--- src/rtl/fetch_pkg.sv ---
// Shared types and constants for the instruction fetch unit.
package fetch_pkg;

    localparam int unsigned XLEN        = 32;
    localparam int unsigned INSTR_BYTES = 4;

    typedef struct packed {
        logic [XLEN-1:0] pc;
        logic [XLEN-1:0] instr;
        logic            filled;
    } fetch_entry_t;

endpackage

--- src/rtl/fetch_entry_buf.sv ---
// Circular store pairing each requested PC with its returned instruction word.
// Entries are allocated at request time and filled in request order.
module fetch_entry_buf
    import fetch_pkg::*;
#(
    parameter int unsigned DEPTH = 2,
    localparam int unsigned PtrW = $clog2(DEPTH),
    localparam int unsigned CntW = $clog2(DEPTH) + 1
) (
    input  logic            clk_i,
    input  logic            reset_i,
    input  logic            clear_i,
    input  logic            alloc_i,
    input  logic [XLEN-1:0] alloc_pc_i,
    input  logic            fill_i,
    input  logic [XLEN-1:0] fill_instr_i,
    input  logic            pop_i,
    output fetch_entry_t    head_o,
    output logic [CntW-1:0] count_o
);

    logic [PtrW-1:0] head_q, head_d;
    logic [PtrW-1:0] tail_q, tail_d;
    logic [PtrW-1:0] fill_q, fill_d;
    logic [CntW-1:0] count_q, count_d;
    fetch_entry_t    mem_q [DEPTH];
    fetch_entry_t    mem_d [DEPTH];

    always_comb begin
        head_d  = head_q;
        tail_d  = tail_q;
        fill_d  = fill_q;
        count_d = count_q;
        mem_d   = mem_q;
        if (clear_i) begin
            head_d  = '0;
            tail_d  = '0;
            fill_d  = '0;
            count_d = '0;
            for (int i = 0; i < int'(DEPTH); i++) begin
                mem_d[i].filled = 1'b0;
            end
        end else begin
            // Popped slots drop their filled flag so a wrapped head never looks valid.
            if (pop_i) begin
                mem_d[head_q].filled = 1'b0;
                head_d               = head_q + 1'b1;
            end
            if (alloc_i) begin
                mem_d[tail_q].pc     = alloc_pc_i;
                mem_d[tail_q].instr  = '0;
                mem_d[tail_q].filled = 1'b0;
                tail_d               = tail_q + 1'b1;
            end
            if (fill_i) begin
                mem_d[fill_q].instr  = fill_instr_i;
                mem_d[fill_q].filled = 1'b1;
                fill_d               = fill_q + 1'b1;
            end
            count_d = count_q + CntW'(alloc_i) - CntW'(pop_i);
        end
    end

    always_ff @(posedge clk_i) begin
        if (reset_i) begin
            head_q  <= '0;
            tail_q  <= '0;
            fill_q  <= '0;
            count_q <= '0;
            for (int i = 0; i < int'(DEPTH); i++) begin
                mem_q[i] <= '0;
            end
        end else begin
            head_q  <= head_d;
            tail_q  <= tail_d;
            fill_q  <= fill_d;
            count_q <= count_d;
            mem_q   <= mem_d;
        end
    end

    assign head_o  = mem_q[head_q];
    assign count_o = count_q;

endmodule

--- src/rtl/instr_fetch_unit.sv ---
// Instruction fetch requester: owns the PC, issues in-order word requests and
// presents {instr, pc} pairs; redirects flush the buffer and drop stale responses.
module instr_fetch_unit
    import fetch_pkg::*;
#(
    parameter logic [31:0] RESET_PC = 32'h0000_0000,
    parameter int unsigned DEPTH    = 2
) (
    input  logic        clk,
    input  logic        reset,
    input  logic        redirect_valid,
    input  logic [31:0] redirect_pc,
    output logic        mem_req_valid,
    output logic [31:0] mem_req_addr,
    input  logic        mem_req_ready,
    input  logic        mem_rsp_valid,
    input  logic [31:0] mem_rsp_data,
    output logic        out_valid,
    output logic [31:0] out_instr,
    output logic [31:0] out_pc,
    input  logic        out_ready
);

    localparam int unsigned CntW = $clog2(DEPTH) + 1;
    localparam logic [CntW-1:0] MaxCnt = CntW'(DEPTH);

    logic [XLEN-1:0] pc_q, pc_d;
    logic [CntW-1:0] inflight_q, inflight_d;
    logic [CntW-1:0] drop_cnt_q, drop_cnt_d;
    logic [CntW-1:0] count;
    fetch_entry_t    head;
    logic            req_fire;
    logic            rsp_drop;
    logic            fill;
    logic            pop;

    always_comb begin
        mem_req_valid = !reset && !redirect_valid && (count < MaxCnt) && (inflight_q < MaxCnt);
        mem_req_addr  = pc_q;
        req_fire      = mem_req_valid && mem_req_ready;

        rsp_drop = mem_rsp_valid && (drop_cnt_q != '0);
        fill     = mem_rsp_valid && !rsp_drop && !redirect_valid;

        out_valid = !reset && head.filled;
        out_instr = reset ? '0 : head.instr;
        out_pc    = reset ? '0 : head.pc;
        pop       = out_valid && out_ready && !redirect_valid;

        inflight_d = inflight_q + CntW'(req_fire) - CntW'(mem_rsp_valid);

        drop_cnt_d = drop_cnt_q;
        if (redirect_valid) begin
            // Everything still outstanding after this cycle belongs to the old stream.
            drop_cnt_d = inflight_d;
        end else if (rsp_drop) begin
            drop_cnt_d = drop_cnt_q - 1'b1;
        end

        pc_d = pc_q;
        if (redirect_valid) begin
            pc_d = redirect_pc & ~32'h3;
        end else if (req_fire) begin
            pc_d = pc_q + XLEN'(INSTR_BYTES);
        end
    end

    always_ff @(posedge clk) begin
        if (reset) begin
            pc_q       <= RESET_PC;
            inflight_q <= '0;
            drop_cnt_q <= '0;
        end else begin
            pc_q       <= pc_d;
            inflight_q <= inflight_d;
            drop_cnt_q <= drop_cnt_d;
        end
    end

    fetch_entry_buf #(
        .DEPTH (DEPTH)
    ) u_buf (
        .clk_i        (clk),
        .reset_i      (reset),
        .clear_i      (redirect_valid),
        .alloc_i      (req_fire),
        .alloc_pc_i   (pc_q),
        .fill_i       (fill),
        .fill_instr_i (mem_rsp_data),
        .pop_i        (pop),
        .head_o       (head),
        .count_o      (count)
    );

endmodule

--- config.mk ---
export PLATFORM = sky130hd
export DESIGN_NAME = instr_fetch_unit
export DESIGN_NICKNAME = d
export VERILOG_FILES = /design/src/rtl/fetch_pkg.sv /design/src/rtl/fetch_entry_buf.sv /design/src/rtl/instr_fetch_unit.sv
export SDC_FILE = /design/constraint.sdc
export NUM_CORES = 1
export LEC_CHECK = 0
export CAP_MARGIN = 40
export CORE_ASPECT_RATIO = 0.9
export CORE_MARGIN = 2
export CORE_UTILIZATION = 40
export CTS_CLUSTER_SIZE = 10
export DETAILED_ROUTE_END_ITERATION = 16
export PLACE_DENSITY = 0.65
export SLEW_MARGIN = 20
export SYNTH_ARGS = -nofsm -noshare
export SYNTH_HDL_FRONTEND = slang
export SYNTH_SLANG_ARGS = --single-unit
--- constraint.sdc ---
create_clock -name clk -period 3.8 [get_ports clk]
set_input_delay 0.95 -clock clk [delete_from_list [all_inputs] [get_ports clk]]
set_output_delay 0.95 -clock clk [all_outputs]
set_load 0.02 [all_outputs]
Word level (Yosys, flattened, before mapping)
Cells that the tools add are included.

Output and inout bits: 98. Register bits: 171. Word-level logic and storage cells: 86.

Order comparisons: 8. Reductions and logical operators: 20. Multiplexer cells: 32. Bitwise logic cells: 3. Add/subtract/negate cells: 9.

Operators by type and width (count): 130-bit bitwise mux (6); 130-bit 2-to-1 mux (5); 65-bit demux with 1-bit select (6); 65-bit 2-to-1 mux (4); 32-bit 2-to-1 mux (4); 33-bit 2-to-1 mux (2); 32-bit by 3-bit adder with 32-bit output (second input constant) (1); 1-bit logical AND (13); 2-bit >= comparator (second input constant) (3); 2-bit by 1-bit less-than comparator with 1-bit output (second input constant) (3); 1-bit NOT with 2-bit output (3); 2-bit nonzero test (3); 2-bit by 1-bit adder with 2-bit output (2); 2-bit less-than comparator (second input constant) (2); 2-bit 2-to-1 mux (2); 2-bit by 1-bit subtractor with 2-bit output (2); 1-bit adder (second input constant) (3); 1-bit logical NOT (3); 1-bit 2-to-1 mux (3); 2-bit OR reduction (1); 2-bit by 1-bit subtractor with 2-bit output (second input constant) (1).

Depth between registers and ports, before layout
Depth in word-level cells: 17. Depth in mapped cells: 12. Mapped depth without buffers: 10.

By module
From an unflattened synthesis, not the netlist that was laid out.

Cell total of the unflattened synthesis: 987. Area total of the unflattened synthesis: 8308.0 um^2.

Modules (own cells, without submodules): fetch_entry_buf (cells each 674, sequential area each 2702.6 um^2, area each 5808.1 um^2, instances 1); instr_fetch_unit (cells each 313, sequential area each 680.7 um^2, area each 2499.9 um^2, instances 1).

Least setup slack after synthesis
No wires, ideal clock.

Path type: input to register. Start point: input reset. End point: register drop_cnt_q[1]. Path buffers: 2. Stages on the path: 12. Required time: 3683 ps. Arrival: 3053 ps. Setup slack: 631 ps. Cells stage by stage: clkbuf_1 -> or2_2 -> clkbuf_1 -> nor2_1 -> inv_1 -> ha_1 -> inv_1 -> ha_1 -> xor2_1 -> and2_1 -> nor3_1 -> a22o_1.

Cells in the longest elaborated chain, start to end: 8.

Ends and longest elaborated chain: from (decl) (line instr_fetch_unit.sv:10) `input logic reset,`; 1-bit logical NOT (line instr_fetch_unit.sv:38) `mem_req_valid = !reset && !redirect_valid && (count < MaxCnt) && (inflight_q < MaxCnt);`; 1-bit logical AND (3 in a row) (line instr_fetch_unit.sv:38); 1-bit logical AND (line instr_fetch_unit.sv:40) `req_fire = mem_req_valid && mem_req_ready;`; net req_fire (line instr_fetch_unit.sv:32) `logic req_fire;`; 2-bit by 1-bit adder with 2-bit output (line instr_fetch_unit.sv:50) `inflight_d = inflight_q + CntW'(req_fire) - CntW'(mem_rsp_valid);`; 2-bit by 1-bit subtractor with 2-bit output (line instr_fetch_unit.sv:50); 2-bit 2-to-1 mux (line instr_fetch_unit.sv:53) `if (redirect_valid) begin`; to (signal assigned) (line instr_fetch_unit.sv:76) `drop_cnt_q <= drop_cnt_d;`; to (decl) (line instr_fetch_unit.sv:29) `logic [CntW-1:0] drop_cnt_q, drop_cnt_d;`.

The timed path passes the listed nets, and every way through them passes these cells. A chain may end at the register's enable or synchronous reset.

Worst setup path after layout
Start point: input redirect_valid. End point: output mem_req_valid.

Cells in the longest elaborated chain, start to end: 4.

Ends and longest elaborated chain: from (decl) (line instr_fetch_unit.sv:11) `input logic redirect_valid,`; 1-bit logical NOT (line instr_fetch_unit.sv:38); 1-bit logical AND (3 in a row) (line instr_fetch_unit.sv:38); to (decl) (line instr_fetch_unit.sv:13) `output logic mem_req_valid,`.

Every way passes these cells.

==> results_dict.tcl <==
set metrics [dict create \
    status "completed" \
    drc 0 \
    drv_slew 0 \
    syn_area_um2 7810 \
    vias 7439 \
    cp-start-kind "primary input" \
    syn_avg_cell_area_um2 7.75 \
    cts-buffers-inserted 17 \
    insertion_delay_ps 430 \
    cts_tree "built" \
    seqPwrFrac_pct 44.1 \
    clockBufferDepth 2 \
    crit_type "in -> out" \
    period_needed_ps 3600 \
    stdcell_area_um2 10400 \
    tightestPinTransition_ps 755 \
    p_per_area_nw_per_um2 417 \
    cts_resized 0 \
    finalHoldViolCount 0 \
    dr.first_iter.drc_count 506 \
    overflow 0 \
    postLayoutCoreUtil_pct 54.2 \
    dieWidth_um 151 \
    yosys.cell_types.count 47 \
    rsz0062_at_grt "no" \
    synth_seq_cells 169 \
    fp.dieH_um 137 \
    setup-tns-final_ps 0 \
    ir_drop_v 0.000313 \
    slew_headroom_pct 49.7 \
    nets 1207 \
    fin_hold_ws_ps 455 \
    dp_hpwl_um 14500 \
    antenna_found_initial 1 \
    std_cell_rows 48 \
    grt_pass1_vias 6867 \
    power_switching_mw 1.11 \
    skew_ps 8.39 \
    async_flop_share_pct 0 \
    r2r_start "u_buf.head_q" \
    finalWirelength_um 22300 \
    hold_buffers 0 \
    cap_violations 0 \
    seq_area_frac_synth_pct 43.3 \
    viasPerCell 5.33 \
    ys_warn_count 0 \
    grt_pass1_wl_um 35500 \
    path_clk_slew_ps 60 \
    cts_setup_buffers 0 \
    core_um2 19200 \
    wl_per_cell_um 16.0 \
    cp_max_fo 2 \
    critPathRequiredTime_ps 2850 \
    max_freq_mhz 278 \
    cts-htree-levels 4 \
    drive_gt1_share_pct 6.29 \
    place_area_um2 9720 \
    io_pins 168 \
    die_area_um2 20700 \
    synth_ff_type "dfxtp_1" \
    area_delta_synth_final_pct 32.8 \
    synth-edff-count 0 \
    p_leak_nw 3.40 \
    finalSetupViolations 0 \
    cts-root-buf "clkbuf_16" \
    grt_max_degree 99 \
    grt_usage_pct 21.8 \
    gp_congestion 0.820 \
    io_buffer_count 163 \
    initial_core_util_pct 40.8 \
    cts_sinks 169 \
    syn_inst 1008 \
    fin_crit_sh_pct 94.7 \
    p_int_mw 3.22 \
    sw_frac_of_total_pct 25.7 \
    endpoint_kind "output pin" \
    crit_start "redirect_valid" \
    cp.arrival_ps 2650 \
    final_antenna_net_count 0 \
    pwr-share-clk_pct 44.4 \
    hp-class "reg -> reg" \
    comb_power_share_pct 11.5 \
    first_pass_iters 5 \
]
==> worst max-delay path, stage by stage <==
cell             delay (ps)
clkdlybuf4s50_1         440
or2_2                   330
nor3_1                  170
buf_4                   160
clkdlybuf4s50_1         600
==> synth_stat cells, types with 3 or more instances <==
cell type  number  area, µm²
a2111oi_0       4       35.0
a211oi_1       16        120
a21oi_1       132        661
a311oi_1        6       52.6
a31oi_1         3       18.8
and2_1          6       37.5
and3_1          5       31.3
and4_1          7       61.3
buf_1           6       22.5
clkbuf_1       80        300
dfxtp_1       169       3380
ha_1            6       75.1
inv_1          17       63.8
mux2i_1        67        671
nand2_1       204        766
nand3_1        71        355
nand4_1        16        100
nor2_1         95        357
nor3_1         13       65.1
nor3b_1         6       45.0
nor4_1          6       37.5
o211ai_1        4       30.0
o21ai_0         7       35.0
or3_1           8       50.1
or4_1           5       37.5
xnor2_1        12        105
xor2_1          6       52.6
==> logic make-up after synthesis <==
kind of cell    after synthesis  share of synthesized area (%)
flops                       169                           43.3
xor+xnor                     18                           2.02
simple gates                450                           25.7
mux                          67                           8.58
other cells                   1                         0.0480
compound gates              189                           14.0
buf+inv                     108                           5.32
fa+ha+maj                     6                          0.961
==> layer usage <==
metal | part of all wire [%] | wire, µm | GRT usage, % | vias to the layer above
met5 | 0 | 0 | 0 | -
met4 | 1.8 | 405 | 6.75 | 0
met3 | 5.0 | 1130 | 4.63 | 29
met2 | 48 | 10600 | 35.0 | 181
met1 | 46 | 10200 | 29.3 | 3520
li1 | - | - | - | 3709
==> worst paths after layout <==
check                                         to  slack [ps]  cells past startpoint
worst max-delay path               mem_req_valid         200                      5
worst min-delay path                    register         460                      2
worst min register to register          register         460                      2
worst max register to register  u_buf.count_o[1]        1260                      8
==> metrics by stage <==
stage	std cells	worst slack [ps]	total power, mW
3_5_place_dp	1362	222	2.45
2_1_floorplan	1009	631	2.20
6_report	1395	203	4.33
5_1_grt	1395	143	4.49
3_3_place_gp	1362	237	2.44
4_1_cts	1394	222	4.36
==> placed cells by master, fill, tap and decap left out, drive strengths merged, types with 7 or more instances in the layout <==
cell type / Yosys / routed
a211oi: 16 / 16
a21oi: 132 / 132
and4: 7 / 7
buf: 10 / 31
clkbuf: 80 / 19
clkdlybuf4s50: 0 / 162
dfxtp: 169 / 169
inv: 17 / 24
mux2i: 67 / 67
nand2: 204 / 204
nand3: 71 / 71
nand4: 16 / 16
nor2: 95 / 95
nor3: 13 / 13
nor4: 7 / 7
o21ai: 7 / 7
or3: 8 / 8
xnor2: 12 / 12
==> power by group through the flow <==
stage	Clock, mW	Sequential [mW]	Combinational (mW)
6_report	1.92	1.91	0.499
5_1_grt	2.02	1.92	0.545
4_1_cts	1.95	1.91	0.502
3_5_place_dp	0	1.95	0.499
3_3_place_gp	0	1.94	0.497
2_1_floorplan	0	1.94	0.257
==> layout make-up <==
cell class | count | area [µm²]
fill | 1815 | 8780
inverter | 18 | 67.6
clock buffer | 19 | 453
multi-input combinational | 732 | 4040
clock inverter | 13 | 204
antenna | 1 | 2.50
timing repair buffer | 193 | 1910
sequential | 169 | 3390
tap | 250 | 313
Note: power is estimated with default switching activity, not from simulation.
